$ cat src/rtl/fetch_stage.sv
// Instruction fetch stage.
// A PC register drives instruction memory directly. Each returned word is
// captured with its PC into a 2-entry FIFO, and decode drains the FIFO head
// through a valid/ready handshake. A redirect flushes the FIFO and reloads the PC.
// A fetch reaches the outputs one cycle after it is captured. Nothing is
// bypassed from imem_data straight to the outputs.

module fetch_stage #(
    parameter logic [31:0] RESET_PC = 32'h0000_0000
) (
    input  logic        clk,
    input  logic        rst_n,
    output logic [31:0] imem_addr,
    input  logic [31:0] imem_data,
    input  logic        redirect,
    input  logic [31:0] redirect_pc,
    output logic        out_valid,
    input  logic        out_ready,
    output logic [31:0] out_pc,
    output logic [31:0] out_ins
);

    localparam logic [1:0] CNT_FULL = 2'd2;

    logic [31:0] pc_q, pc_d;
    logic [1:0]  cnt_q, cnt_d;
    logic        wr_ptr_q, wr_ptr_d;
    logic        rd_ptr_q, rd_ptr_d;
    logic [31:0] buf_pc_q  [2];
    logic [31:0] buf_ins_q [2];

    logic        push;
    logic        pop;

    // Handshake terms. A redirect masks out_valid, so it also suppresses pop
    assign out_valid = (cnt_q != 2'd0) & ~redirect;
    assign pop       = out_valid & out_ready;
    assign push      = ~redirect & ((cnt_q != CNT_FULL) | pop);

    assign imem_addr = pc_q;
    assign out_pc    = buf_pc_q[rd_ptr_q];
    assign out_ins   = buf_ins_q[rd_ptr_q];

    // Next-state logic for the PC, the occupancy count and the FIFO pointers
    always_comb begin
        pc_d     = pc_q;
        cnt_d    = cnt_q;
        wr_ptr_d = wr_ptr_q;
        rd_ptr_d = rd_ptr_q;
        if (redirect) begin
            // Drop everything buffered. Force word alignment of the new target
            pc_d     = {redirect_pc[31:2], 2'b00};
            cnt_d    = 2'd0;
            wr_ptr_d = 1'b0;
            rd_ptr_d = 1'b0;
        end else begin
            if (push) begin
                pc_d     = pc_q + 32'd4;
                wr_ptr_d = ~wr_ptr_q;
            end
            if (pop) begin
                rd_ptr_d = ~rd_ptr_q;
            end
            case ({push, pop})
                2'b10:   cnt_d = cnt_q + 2'd1;
                2'b01:   cnt_d = cnt_q - 2'd1;
                default: cnt_d = cnt_q;
            endcase
        end
    end

    // Control state registers with asynchronous reset
    always_ff @(posedge clk or negedge rst_n) begin
        if (!rst_n) begin
            pc_q     <= RESET_PC;
            cnt_q    <= 2'd0;
            wr_ptr_q <= 1'b0;
            rd_ptr_q <= 1'b0;
        end else begin
            pc_q     <= pc_d;
            cnt_q    <= cnt_d;
            wr_ptr_q <= wr_ptr_d;
            rd_ptr_q <= rd_ptr_d;
        end
    end

    // FIFO storage. Entries are only ever read while count is nonzero, so the
    // contents are not reset
    always_ff @(posedge clk) begin
        if (push) begin
            buf_pc_q[wr_ptr_q]  <= pc_q;
            buf_ins_q[wr_ptr_q] <= imem_data;
        end
    end

endmodule

$ cat config.mk
export PLATFORM = sky130hd
export DESIGN_NAME = fetch_stage
export DESIGN_NICKNAME = d
export VERILOG_FILES = /design/src/rtl/fetch_stage.sv
export SDC_FILE = /design/constraint.sdc
export NUM_CORES = 1
export LEC_CHECK = 0
export ABC_AREA = 1
export ABC_CLOCK_PERIOD_IN_PS = 4900
export BUFFER_PORTS_ARGS = -buffer_cell sky130_fd_sc_hd__clkbuf_2
export CAP_MARGIN = 10
export CORE_ASPECT_RATIO = 1.75
export CORE_MARGIN = 3
export CORE_UTILIZATION = 40
export CTS_CLUSTER_SIZE = 40
export DETAILED_ROUTE_END_ITERATION = 12
export PLACE_DENSITY = 0.74
export SETUP_SLACK_MARGIN = 0.15
export SYNTH_ARGS = -nofsm -noshare
export SYNTH_HDL_FRONTEND = slang
export SYNTH_SLANG_ARGS = --single-unit
$ cat constraint.sdc
create_clock -name clk -period 4.9 [get_ports clk]
set_input_delay 1.47 -clock clk [delete_from_list [all_inputs] [get_ports clk]]
set_output_delay 1.47 -clock clk [all_outputs]
set_load 0.01 [all_outputs]
Word level (Yosys, flattened, before mapping)
Memories as Yosys holds them, arrays and structs flattened.
Cells that the tools add are included.
{"block": "classes", "n_reduce_logical": 4, "bitwise": 7, "mux": 10, "n_eq_ne": 3, "addsub": 3}
{"cell": "$mux W32", "count": 2}
{"cell": "$add A32 B3 Y32 const B", "count": 1}
{"cell": "$mux W1", "count": 6}
{"cell": "$reduce_bool A2 Y1", "count": 3}
{"cell": "$pmux W2 S2", "count": 1}
{"cell": "$and A1 B1 Y1", "count": 3}
{"cell": "$not A1 Y1", "count": 3}
{"cell": "$reduce_bool A3 Y1", "count": 1}
{"cell": "$add A2 B1 Y2 const B", "count": 1}
{"cell": "$eq A2 B1 Y1 const B", "count": 1}
{"cell": "$eq A2 B2 Y1 const B", "count": 1}
{"cell": "$mux W2", "count": 1}
{"cell": "$ne A2 B2 Y1 const B", "count": 1}
{"cell": "$sub A2 B1 Y2 const B", "count": 1}
{"cell": "$or A1 B1 Y1", "count": 1}
{"block": "word_totals", "ff_bits": 36, "mem_count": 2, "output_inout_bits": 97, "inputBits": 68, "ram_bits": 128, "word_cells": 33}
{"name": "buf_ins_q", "depth": 2, "width": 32, "read_ports": 1, "rd_ports_with_merged_regs": 0, "write_ports": 1, "line_no": "30", "source": "logic [31:0] buf_ins_q [2];"}
{"name": "buf_pc_q", "depth": 2, "width": 32, "read_ports": 1, "rd_ports_with_merged_regs": 0, "write_ports": 1, "line_no": "29", "source": "logic [31:0] buf_pc_q [2];"}

Depth between registers and ports, before layout
Gate-level depths: netlist of the first run.
{"block": "depth", "depth_word": 8, "mapped_depth": 10, "ltp_nobuf": 10}

Worst setup path after synthesis of the first run
No wires, ideal clock.
{"block": "synth_path", "path_type": "input-to-reg", "startpoint": "input redirect", "endpoint": "memory buf_ins_q[0][0], enable pin", "setup_slack_ns": 1.276, "setup_time_ns": 0.416, "t_required_ns": 4.484, "stages": 7, "t_arrival_ns": 3.207, "n_path_buf": 0, "path_cell_list": "inv_2 nand3_4 nand3_4 nand2_2 clkinv_4 nand2_1 inv_1"}
{"block": "synth_via", "elab_chain_cells": 7}
{"item": "start, declared", "line_no": "15", "source": "input logic redirect,"}
{"item": "$not A1 Y1 *", "line_no": "36, 38"}
{"item": "$and A1 B1 Y1", "line_no": "36", "source": "assign out_valid = (cnt_q != 2'd0) & ~redirect;"}
{"item": "$and A1 B1 Y1", "line_no": "37", "source": "assign pop = out_valid & out_ready;"}
{"item": "$or A1 B1 Y1", "line_no": "38", "source": "assign push = ~redirect & ((cnt_q != CNT_FULL) | pop);"}
{"item": "$and A1 B1 Y1 *", "line_no": "38"}
{"item": "$mux W1 *", "line_no": "90", "source": "if (push) begin"}
{"item": "$mux W1 (implied by the code) *", "line_no": "92", "source": "buf_ins_q[wr_ptr_q] <= imem_data;"}
{"item": "end, declared", "line_no": "30"}
Mark *: on every way between the ends. The rest lies on a longest branch, timed or not.

Final worst setup path of the first run
{"block": "layout_path", "startpoint": "input redirect", "endpoint": "output out_valid"}
{"block": "layout_via", "elab_chain_cells": 2}
{"item": "$not A1 Y1", "line_no": "36"}
{"item": "$and A1 B1 Y1", "line_no": "36"}
{"item": "end, declared", "line_no": "17", "source": "output logic out_valid,"}
No other way between the ends.

==> results.toml, run 1 <==
[placed_design]
placed_cell_area_um2 = 8110
hpwl_um = 11800
dp_slack_ps = 1080
gpl.final_weighted_congestion = 0.891
port-buffer-count = 158

[clock_network]
clkLatencyLatePin_ps = 410
cts_sinks = 158
post_cts_buffers = 0
clockBufferDepth = 2
cts_resized = 0
clkSlewWorstSetupHoldPaths_ps = 60
cts_inserted_buffers = 17
htree_levels = 4
cts_hold_buf = 0
clock-root-buffer = "clkbuf_16"
cts_tree = "built"

[worst_setup_path]
r2r_end = "buf_ins_q[0][21]"
cp_common_cell = "clkbuf_2"
rr_worst_depth = 9
r2r_start = "cnt_q[1]"
crit_arrival_ps = 2250
critical_path_class = "in2out"
crit_chain = "clkbuf_2 -> nor2_1 -> clkbuf_2"
critical-path-max-stage-delay_ps = 500
crit_slowest_cell = "clkbuf_2"
reg2reg_slack_ps = 2570
end_kind = "output port"
start_kind = "primary input"
worstPathMaxFanout = 29
critPathRequiredTime_ps = 3430

[sta]
slew_headroom = 0.370
timing.hold.ws_ps = 557
setup_ws_ps = 1180
setup_viol = 0
worstMarginPinSlew_ps = 945
tns_ps = 0
slew_viol_final = 0
finalHoldViolations = 0
fin_skew_ps = 11.6
grt_setup_unrepaired = "false"
fin_crit_ps = 3720
finalCritPeriodShare = 0.760
max_freq_mhz = 269

[hold_path]
whs_path_depth = 2
hp-class = "reg2reg"
min_from = "cnt_q[0]"
whs_endpoint = "cnt_q[0]"

[global_route]
grt_pass1_vias = 4934
antenna_found_initial = 0
grt_max_degree = 63
grt_overflow_total = 0
grt_pass1_wl_um = 25800
grt_util_all_layers = 0.175

[logic_synthesis]
ys_seq_area_frac = 0.649
synth_area_leaders = "edfxtp_1 53%, dfrtp_1 12%, mux2_2 9.9%, nand2_1 6.9%, nand3_1 2.7%"
synth-seq-cells = 158
synth_area_leader_cell = "edfxtp_1"
synth.avg_cell_area_um2 = 12.0
yosysWarnings = 0
synth_top_area_share = 0.528
yosysUniqueCellTypes = 39
synth_area_um2 = 7050
syn_inst = 590

[die]
start_util = 0.412
io_pins = 165
die_h_um = 182
die_area_um2 = 19300
core_um2 = 17100
die_width_um = 106
core.rowCount = 63

[pwr]
pwr-share-comb = 0.232
p_seq_frac = 0.465
p_leak_nw = 3.57
p_sw_frac = 0.299
finalPower_w = 0.00410
p_sw_w = 0.00123
powerDensity_nw_per_um2 = 473
ir_drop_v = 0.000221
pwr-share-clk = 0.303
internal-power_w = 0.00287

[routing]
wl_met2_um = 9090
via_count = 4874
wl_met1_um = 5990
drc = 0
wirelength_um = 16500
via_per_inst = 4.90
drtPass1Iterations = 4
routedWlPerCell_um = 16.6
postRouteAntennaNets = 0
drt-initial-drc-count = 369
highest_layer = "met4"
dr_wl_met3_um = 750

[finish]
drive_gt1_frac = 0.380
mostFrequentLayoutCells = "158 x clkbuf_2, 129 x nand2_1, 124 x edfxtp_1, 62 x mux2_2, 44 x nor2_1"
nets = 825
syn_to_final_growth_pct = 22.8
fin_area_um2 = 8660
antennaDiodeCount = 0
layout_commonest_cell = "clkbuf_2"

[status]
run_status = "complete, no violations"

[job]
drv_cap = 0
==> metrics by stage <==
| step | instances | util |
|---|---|---|
| final | 995 | 0.506 |
| after global routing | 995 | 0.506 |
| after CTS | 995 | 0.506 |
| after detailed placement | 964 | 0.474 |
| after global placement | 964 | 0.474 |
| after floorplan | 593 | - |
==> registers in the layout, indices dropped and copies added, names as in the netlist <==
| signal | count |
|---|---|
| buf_ins_q | 64 |
| buf_pc_q | 60 |
| imem_addr | 30 |
| cnt_q | 2 |
| rd_ptr_q | 1 |
| wr_ptr_q | 1 |
==> how the worst max path moves through the flow <==
stage	to	slack, ps	startpoint	depth (start not counted)
floorplan	buf_ins_q[0][0]	1280	redirect	7
global placement	buf_pc_q[0][21]	1110	redirect	9
detailed placement	buf_pc_q[0][21]	1080	redirect	9
CTS	out_valid	1170	redirect	3
global route	out_valid	1120	redirect	3
finish	out_valid	1180	redirect	3
==> cell type report <==
type | instances | area [um2]
clock buffer | 19 | 433
clock inverter | 12 | 123
fill | 1545 | 8440
inverter | 47 | 181
multi-input combinational | 366 | 2190
sequential | 158 | 4580
tap | 227 | 284
timing repair buffer | 166 | 876
==> worst max-delay path: cells and delay by family <==
family,cells,cell delay [ps]
buffers and inverters,2,650
and+or+nand+nor,1,120
==> routing by layer <==
metal  up-vias  GRT usage
met2       154      0.322
met4         0     0.0902
met3        33     0.0317
met5         -          0
li1       2371          -
met1      2316      0.186
==> logic make-up after synthesis <==
group                    share of synthesized area
adder cells (fa/ha/maj)                    0.00177
AO/OA/AOI/OAI                               0.0389
AND/OR/NAND/NOR                              0.164
other                                     0.000532
XOR/XNOR                                   0.00497
buffers and inverters                       0.0424
flip-flops                                   0.649
multiplexers                                0.0990
==> power groups by stage <==
stage	combinational, W	clock (W)	sequential, W
3_3_place_gp	0.000959	0	0.00192
5_1_grt	0.00105	0.00133	0.00194
6_report	0.000952	0.00124	0.00190
3_5_place_dp	0.000970	0	0.00193
4_1_cts	0.000974	0.00127	0.00191
2_1_floorplan	0.000603	0	0.00188
==> synth_stat cells <==
master and number:
inv_1 45, o21ai_2 1, o21bai_1 3, nand3_1 38, edfxtp_1 124, a21o_1 1
inv_2 1, conb_1 1, nand2_2 7, ha_1 1, nor2_1 44, a22oi_1 6
dfrtp_1 34, clkinv_4 1, nor2_2 7, clkbuf_1 1, a21oi_2 1, nand3_4 3
nor3_2 1, mux2_2 62, buf_4 5, buf_2 13, nand4_1 7, o21ai_1 1
o21ai_0 22, xnor2_1 1, a21oi_1 5, a31oi_1 3, or2_2 3, buf_1 3
nand2_4 2, o211ai_1 1, nor2_4 6, nor3_1 1, nand3b_1 1, nand2_1 129
o22ai_1 1, xor2_1 3, a32oi_1 1
No activity file was read; power rests on OpenSTA's default activity.
==> inputs of run 2 (changes only) <==
--- a/config.mk
+++ b/config.mk
@@ -6,7 +6,7 @@
 export NUM_CORES = 1
 export LEC_CHECK = 0
 export ABC_AREA = 1
-export ABC_CLOCK_PERIOD_IN_PS = 4900
+export ABC_CLOCK_PERIOD_IN_PS = 3900
 export BUFFER_PORTS_ARGS = -buffer_cell sky130_fd_sc_hd__clkbuf_2
 export CAP_MARGIN = 10
 export CORE_ASPECT_RATIO = 1.75
==> constraint.sdc (replaced) <==
create_clock -name clk -period 3.9 [get_ports clk]
set_input_delay 1.17 -clock clk [delete_from_list [all_inputs] [get_ports clk]]
set_output_delay 1.17 -clock clk [all_outputs]
set_load 0.01 [all_outputs]
==> results.toml, run 2 (synthesis gave the netlist of run 1 again) <==
[routing]
drc = 0
via_count = 4876
postRouteAntennaNets = 0
drtPass1Iterations = 4
via_per_inst = 4.89
wirelength_um = 16500
routedWlPerCell_um = 16.5
drt-initial-drc-count = 339

[hold_path]
hp-class = "reg2reg"
whs_endpoint = "wr_ptr_q"
whs_path_depth = 2
min_from = "wr_ptr_q"

[worst_setup_path]
reg2reg_slack_ps = 1830
r2r_end = "buf_pc_q[0][23]"
crit_arrival_ps = 1990
critPathRequiredTime_ps = 2730
critical_path_class = "reg2out"
start_kind = "flip-flop"
crit_path_start = "rd_ptr_q"
crit_slowest_cell = "dfrtp_2"
critical_path_buf_inv_count = 2
cp_top_family = "flip-flops"
crit_chain = "buf_4 -> mux2_2 -> clkbuf_2"
rr_worst_depth = 9
worstPathMaxFanout = 24
r2r_start = "cnt_q[1]"
critical-path-max-stage-delay_ps = 740
end_kind = "output port"

[sta]
worstMarginPinSlew_ps = 883
slew_viol_final = 0
tns_ps = 0
setup_ws_ps = 741
fin_skew_ps = 7.60
fin_crit_ps = 3160
grt_setup_unrepaired = "false"
setup_viol = 0
finalCritPeriodShare = 0.810
slew_headroom = 0.411
finalHoldViolations = 0
max_freq_mhz = 317

[global_route]
grt_pass1_vias = 5055
grt_overflow_total = 0
grt_util_all_layers = 0.177
antenna_found_initial = 0
grt_max_degree = 35
grt_pass1_wl_um = 26400

[finish]
mostFrequentLayoutCells = "158 x clkbuf_2, 129 x nand2_1, 124 x edfxtp_1, 62 x mux2_2, 44 x nor2_1"
drive_gt1_frac = 0.381
layout_commonest_cell = "clkbuf_2"
largest_reg_flops = 64
antennaDiodeCount = 0
syn_to_final_growth_pct = 23.7
regMostFlops = "buf_ins_q"
post-route-util = 0.510
nets = 828
nFillCells = 1521

[die]
core.rowCount = 63
io_pins = 165
core_um2 = 17100
die_h_um = 182
die_width_um = 106
start_util = 0.412
die_area_um2 = 19300

[clock_network]
clock-root-buffer = "clkbuf_16"
cts_inserted_buffers = 17
cts_sinks = 158
cts_hold_buf = 0
clockBufferDepth = 2
clkSlewWorstSetupHoldPaths_ps = 60
post_cts_buffers = 0
cts_tree = "built"
clkLatencyLatePin_ps = 410
htree_levels = 4
cts_resized = 0

[placed_design]
port-buffer-count = 158
gpl.final_weighted_congestion = 0.904
dp_slack_ps = 986
hpwl_um = 12000

[pwr]
finalPower_w = 0.00518
p_leak_nw = 3.58
powerDensity_nw_per_um2 = 594
ir_drop_v = 0.000283

[status]
run_status = "complete, no violations"

[job]
drv_cap = 0
run 2: cell types whose count changed in the layout (fill, tap and decap cells not counted), sizes merged:
cell	change
inv	+1
clkinv	-4
clkinvlp	+3
buf	+3
run 2: area by class of cell:
class | instances | area (um2) | share of cell area
Tap cell | 227 | 284 | 0.0326
Inverter | 47 | 181 | 0.0208
Multi-Input combinational cell | 366 | 2190 | 0.251
Sequential cell | 158 | 4580 | 0.525
Clock inverter | 12 | 121 | 0.0139
Clock buffer | 19 | 433 | 0.0496
Timing Repair Buffer | 169 | 936 | 0.107
run 2: worst reg2reg max path: cells and delay by family (launching register included):
family / cells / cell delay (ps)
flops: 1 / 460
buf+inv: 4 / 710
simple gates: 5 / 570
run 2: worst max path at each step:
stage,cells past startpoint,to,slack [ps]
2_1_floorplan,7,buf_ins_q[0][0],580
3_3_place_gp,8,buf_pc_q[0][20],1020
3_5_place_dp,8,buf_pc_q[0][20],990
4_1_cts,3,out_pc[4],690
5_1_grt,3,out_pc[12],640
6_report,3,out_pc[12],740
run 2: routing by layer:
layer,vias up,track usage,routed length (um)
met4,0,0.0804,432
met3,22,0.0334,719
met5,-,0,0
met2,150,0.327,9250
met1,2326,0.193,6060
li1,2378,-,-
run 2: where the power goes:
part           switching (W)  internal (W)  leakage, nW  total, W
clock               0.000632      0.000931        0.260   0.00156
combinational       0.000690      0.000529         1.76   0.00122
sequential          0.000228       0.00217         1.56   0.00240
total                0.00155       0.00363         3.58   0.00518
run 2: per-stage QoR:
| stage | std cells | hold slack, ps | cell area, um2 |
|---|---|---|---|
| after global placement | 967 | 536 | 8170 |
| after global routing | 998 | 597 | 8720 |
| final | 998 | 559 | 8720 |
| after detailed placement | 967 | 551 | 8170 |
| after floorplan | 593 | 518 | 7060 |
| after CTS | 998 | 561 | 8720 |
